File: config.mk
export PLATFORM = sky130hd
export DESIGN_NAME = pipe_stage_buf
export DESIGN_NICKNAME = d
export VERILOG_FILES = /design/src/rtl/pipe_stage_buf.sv
export SDC_FILE = /design/constraint.sdc
export NUM_CORES = 1
export LEC_CHECK = 0
export CAP_MARGIN = 5
export CORE_MARGIN = 2
export CORE_UTILIZATION = 25
export DETAILED_ROUTE_END_ITERATION = 6
export HOLD_SLACK_MARGIN = 0.15
export SYNTH_ARGS = -nofsm -noshare
export SYNTH_HDL_FRONTEND = slang
export SYNTH_SLANG_ARGS = --single-unit
export TNS_END_PERCENT = 10
File: constraint.sdc
create_clock -name clk -period 3.2 [get_ports clk]
set_input_delay 0.8 -clock clk [delete_from_list [all_inputs] [get_ports clk]]
set_output_delay 0.8 -clock clk [all_outputs]
set_load 0.1 [all_outputs]
File: src/rtl/pipe_stage_buf.sv
// rtl/pipe_stage_buf.sv - pipeline stage register with valid/ready handshake, stall and flush
// Optional feature: define PIPE_STAGE_BUF_SKID_EN for the 2-entry skid buffer with registered in_ready.
module pipe_stage_buf #(
    parameter int NUM_CH = 3,
    parameter int DATA_W = 32,
    parameter int TAG_W  = 5
) (
    input  logic                     clk,
    input  logic                     reset,
    input  logic                     flush,
    input  logic                     in_valid,
    output logic                     in_ready,
    input  logic [NUM_CH*DATA_W-1:0] in_data,
    input  logic [TAG_W-1:0]         in_tag,
    output logic                     out_valid,
    input  logic                     out_ready,
    output logic [NUM_CH*DATA_W-1:0] out_data,
    output logic [TAG_W-1:0]         out_tag,
    output logic [1:0]               count
);
    localparam int DW = NUM_CH * DATA_W;
    localparam logic [1:0] ST_EMPTY = 2'd0;
    localparam logic [1:0] ST_ONE   = 2'd1;

    logic              main_valid, main_valid_n;
    logic [DW-1:0]     main_data, main_data_n;
    logic [TAG_W-1:0]  main_tag, main_tag_n;
    logic [1:0]        count_q, count_n;
    logic              in_xfer, out_xfer;

    assign out_xfer = main_valid && out_ready;
    // A beat offered during flush is dropped even when in_ready is high.
    assign in_xfer  = in_valid && in_ready && !flush;

`ifdef PIPE_STAGE_BUF_SKID_EN
    localparam logic [1:0] ST_TWO = 2'd2;

    logic              skid_valid, skid_valid_n;
    logic [DW-1:0]     skid_data, skid_data_n;
    logic [TAG_W-1:0]  skid_tag, skid_tag_n;
    logic              in_ready_q;

    always_comb begin
        main_valid_n = main_valid;
        main_data_n  = main_data;
        main_tag_n   = main_tag;
        skid_valid_n = skid_valid;
        skid_data_n  = skid_data;
        skid_tag_n   = skid_tag;
        if (flush) begin
            main_valid_n = 1'b0;
            main_tag_n   = '0;
            skid_valid_n = 1'b0;
            skid_tag_n   = '0;
        end else if (!main_valid || out_xfer) begin
            if (skid_valid) begin
                main_valid_n = 1'b1;
                main_data_n  = skid_data;
                main_tag_n   = skid_tag;
                skid_valid_n = 1'b0;
                skid_tag_n   = '0;
            end else if (in_xfer) begin
                main_valid_n = 1'b1;
                main_data_n  = in_data;
                main_tag_n   = in_tag;
            end else begin
                main_valid_n = 1'b0;
                main_tag_n   = '0;
            end
        end else if (in_xfer) begin
            skid_valid_n = 1'b1;
            skid_data_n  = in_data;
            skid_tag_n   = in_tag;
        end
        count_n = {1'b0, main_valid_n} + {1'b0, skid_valid_n};
    end

    // in_ready looks one state ahead so out_ready never reaches it combinationally.
    always_ff @(posedge clk or posedge reset) begin
        if (reset) begin
            skid_valid <= 1'b0;
            skid_data  <= '0;
            skid_tag   <= '0;
            in_ready_q <= 1'b1;
        end else begin
            skid_valid <= skid_valid_n;
            skid_data  <= skid_data_n;
            skid_tag   <= skid_tag_n;
            in_ready_q <= (count_n != ST_TWO);
        end
    end

    assign in_ready = in_ready_q;
`else
    always_comb begin
        main_valid_n = main_valid;
        main_data_n  = main_data;
        main_tag_n   = main_tag;
        if (flush) begin
            main_valid_n = 1'b0;
            main_tag_n   = '0;
        end else if (in_xfer) begin
            main_valid_n = 1'b1;
            main_data_n  = in_data;
            main_tag_n   = in_tag;
        end else if (out_xfer) begin
            main_valid_n = 1'b0;
            main_tag_n   = '0;
        end
        count_n = main_valid_n ? ST_ONE : ST_EMPTY;
    end

    assign in_ready = !main_valid || out_ready;
`endif

    always_ff @(posedge clk or posedge reset) begin
        if (reset) begin
            main_valid <= 1'b0;
            main_data  <= '0;
            main_tag   <= '0;
            count_q    <= ST_EMPTY;
        end else begin
            main_valid <= main_valid_n;
            main_data  <= main_data_n;
            main_tag   <= main_tag_n;
            count_q    <= count_n;
        end
    end

    assign out_valid = main_valid;
    assign out_data  = main_data;
    assign out_tag   = main_valid ? main_tag : '0;
    assign count     = count_q;
endmodule

### Word level (Yosys, flattened, before mapping)

Index checks and enable logic that the tools add are counted.

| word-level totals | value |
|---|---|
| register bits | 103 |
| latch bits | 0 |
| RAM bits | 0 |
| memory bits (read-only) | 0 |
| input bits | 106 |
| output and inout port bits | 105 |
| logic and storage cells | 21 |
| memories | 0 |

| cells by class | value |
|---|---|
| add/sub/neg operators | 0 |
| multipliers | 0 |
| div/mod/pow operators | 0 |
| magnitude comparators | 0 |
| eq/ne operators | 0 |
| shift operators | 0 |
| mux-type cells | 8 |
| bitwise operators | 1 |
| reduce and logical (&&, ||, !) cells | 8 |

Operators with widths:

| kind | count |
|---|---|
| $mux 5 | 4 |
| $mux 1 | 4 |
| $logic_and 1x1->1 | 3 |
| $reduce_bool 3->1 | 1 |
| $logic_not 1->1 | 2 |
| $reduce_and 2->1 | 1 |
| $logic_or 1x1->1 | 1 |
| $not 1->1 | 1 |

### Depth between registers and ports, before layout

| depth | value |
|---|---|
| depth in word-level cells | 7 |
| gate-level depth with buffers | 5 |
| gate-level depth less buffers | 4 |

### Worst setup path after synthesis

No wires, ideal clock.

| path | value |
|---|---|
| path kind | register -> output |
| from | register count[0] (netlist name) |
| to | output out_tag[0] |
| data arrival time | 1868 ps |
| required time | 2400 ps |
| setup slack | 532 ps |
| cell stages (with the launch flop) | 2 |
| path buffers | 0 |
| cell sequence | dfrtp_1 and2_1 |

RTL lines:

| item | RTL line | source |
|---|---|---|
| end: declaration | 18 | `output logic [TAG_W-1:0] out_tag,` |

### Worst setup path in the final report

| path | value |
|---|---|
| from | input out_ready |
| to | output in_ready |

| on the way | value |
|---|---|
| word-level cells in the longest chain between the ends | 1 |

Ends and longest elaborated chain:

| item | RTL line | source |
|---|---|---|
| start: declaration | 16 | `input logic out_ready,` |
| $logic_or 1x1->1 | 113 | `assign in_ready = !main_valid \|\| out_ready;` |
| end: declaration | 12 | `output logic in_ready,` |

Every way passes these cells.

==> results.md <==
- Final ANT Viol Nets: 0
- Hold Worst Slack: 485 ps
- Worst Tran Pin Value: 583 ps
- Hold Crit Class: reg2reg
- Num CTS Buffers: 9
- Kind of end point of the critical path: output pin
- Synthesized flop and latch total: 102
- Met3 Wirelength: 1.01 mm
- Clock Sinks: 102
- Number of inserted diodes: 0
- Crit Path Category: in2out
- Clk slew on worst S/H paths: 70 ps
- Post-CTS setup buffer count: 0
- Post-route clock period utilization: 83.5%
- TritonCTS clock tree: yes
- Fin. Hold Viols: 0
- Die area: 0.0165 sq mm
- First-iteration detailed-routing DRC count: 69
- GRT overflow: 0
- # DRC: 0
- Synth Cell Area: 0.00388 sq mm
- Setup Skew: 4.06 ps
- Max Buffers Root-to-Sink: 2
- CP max-delay cell: clkdlybuf4s50_1
- Max transition margin: 61.1%
- Nets: 550
- Core footprint: 0.0152 sq mm
- Mapped Cells: 234
- Initial antenna violation count: 0
- Top Metal Used: met4
- Critical Path Max Stage Delay: 470 ps
- Vias in the first global route: 2880
- Seq/Total Area, Yosys: 65.8%
- Fin crit period: 2670 ps
- I/O pins: 211
- Critical Path RT: 2400 ps
- Routed len/inst: 14.5 microns
- Critical Path Fanout Max: 6
- PD cells: 841 mW/mm^2
- Input/output buffers: 209
- R2R Setup Slk: 1380 ps
- Largest net degree at the start of global routing: 103
- Post-DP HPWL: 6.63 mm
- Max Slew Vio Count: 0
- Starting Density: 25.5%
- Mean Syn Cell Area: 16.6 sq um
- M1 WL: 3.71 mm
- Max-Cap Viols: 0
- Fmax: 374 MHz
- Via count: 2690
- Setup crit start kind: input pin
- Lkg Pwr: 2.76 nW
- Die Wd: 129 microns
- Cells along the critical path: clkdlybuf4s50_1 -> and2b_4 -> inv_1 -> buf_12
- Post-CTS Resized: 0
- Net Count, Synth: 340
- Maximum VDD drop: 446 uV
- Critical Path AT: 1870 ps
- Layout cells sized above 1: 40.4%
- Outcome: completed
- Clock Tree Root: clkbuf_16
- Drt pass-1 iters: 4
- Yosys warning count: 0
- Die Y: 129 microns
- Met2 WL: 4.35 mm
- # fillers: 1426
- H-tree depth: 3
- Cell row count: 45
- Worst skew pair latency: 340 ps
- Hold-fix buffers, CTS: 0
- Area delta synth->final: 62.0%
- Routed vias/inst: 4.23
- Post-route setup TNS: 0 ps
- First-pass GRT wire length: 14.3 mm
- RSZ-0062 raised after global routing: false
- Final setup fails: 0
- Total Routed Length: 9.21 mm
- Distinct cells, synth: 15
- Core Util, Final: 41.4%
- Final Wtd Congestion: 0.723
- Gr usage total: 11.1%
through the flow:
stage                     total power, W  setup WS [ps]  std cells  area (sq um)
after global placement           0.00400            538        621          5930
after floorplan                  0.00343            532        234          3880
after detailed placement         0.00402            531        621          5930
final                            0.00529            528        636          6290
after global routing             0.00549            484        636          6290
after CTS                        0.00536            519        636          6290
kinds of logic after synthesis:
| kind of cell | Yosys count | synth area share, % |
|---|---|---|
| flip-flops | 102 | 65.8 |
| multiplexers | 97 | 28.1 |
| buffers and inverters | 15 | 2.68 |
| AND/OR/NAND/NOR | 14 | 2.22 |
| AO/OA/AOI/OAI | 5 | 1.13 |
| other | 1 | 0.0966 |
registers in the layout, summed over array words and instances, names as in the netlist:
register	flops
count	1
main_tag	5
out_data	96
Yosys cell counts:
| cell type | n | area, sq um |
|---|---|---|
| buf_2 | 5 | 25.0 |
| clkbuf_1 | 1 | 3.75 |
| mux2i_1 | 1 | 10.0 |
| and2b_4 | 1 | 10.0 |
| nor3b_4 | 1 | 18.8 |
| a32oi_1 | 5 | 43.8 |
| buf_6 | 4 | 45.0 |
| nor2_1 | 7 | 26.3 |
| conb_1 | 1 | 3.75 |
| mux2_2 | 56 | 631 |
| buf_4 | 3 | 22.5 |
| mux2_1 | 40 | 450 |
| and2_1 | 5 | 31.3 |
| dfrtp_1 | 102 | 2550 |
| inv_1 | 2 | 7.51 |
worst paths after layout:
kind | startpoint | to | cells past startpoint
hold reg to reg | out_data[61] | out_data[61] | 1
setup / recovery | out_ready | in_ready | 4
setup reg to reg | count[0] | out_data[1] | 4
hold / removal | out_data[61] | out_data[61] | 1
max in group asynchronous | reset | count[0] | 3
min in group asynchronous | reset | out_data[42] | 3
cells in the final DEF (no fill, tap or decap), drive strengths merged:
cell / synthesis / final
a32oi: 5 / 5
nor2: 7 / 7
conb: 1 / 1
and2: 5 / 5
mux2: 96 / 96
clkinvlp: 0 / 1
mux2i: 1 / 1
and2b: 1 / 1
dfrtp: 102 / 102
clkdlybuf4s50: 0 / 105
nor3b: 1 / 1
clkinv: 0 / 1
clkbuf: 1 / 9
bufinv: 0 / 4
buf: 12 / 107
inv: 2 / 2
metal layers:
| layer | vias up | track usage [%] |
|---|---|---|
| li1 | 1239 | - |
| met1 | 1304 | 12.7 |
| met5 | - | 0 |
| met3 | 9 | 5.24 |
| met2 | 138 | 18.1 |
| met4 | 0 | 4.41 |
layout make-up:
class / instances / area, sq um / share of cell area [%]
sequential: 102 / 2550 / 40.6
inverter: 2 / 11.3 / 0.179
tap: 188 / 235 / 3.74
clock buffer: 9 / 225 / 3.58
multi-input combinational: 117 / 1220 / 19.5
clock inverter: 6 / 134 / 2.13
timing repair buffer: 212 / 1900 / 30.3
power breakdown:
part / leakage (nW) / internal [W] / switching, W
clock: 0.176 / 0.000840 / 0.000472
sequential: 1.21 / 0.00150 / 0.000108
combinational: 1.37 / 0.000541 / 0.00182
critical path, delay by kind of cell:
kind / cells / cell delay, ps
simple gates: 1 / 200
buf+inv: 3 / 870
(Power assumes the default switching activity.)
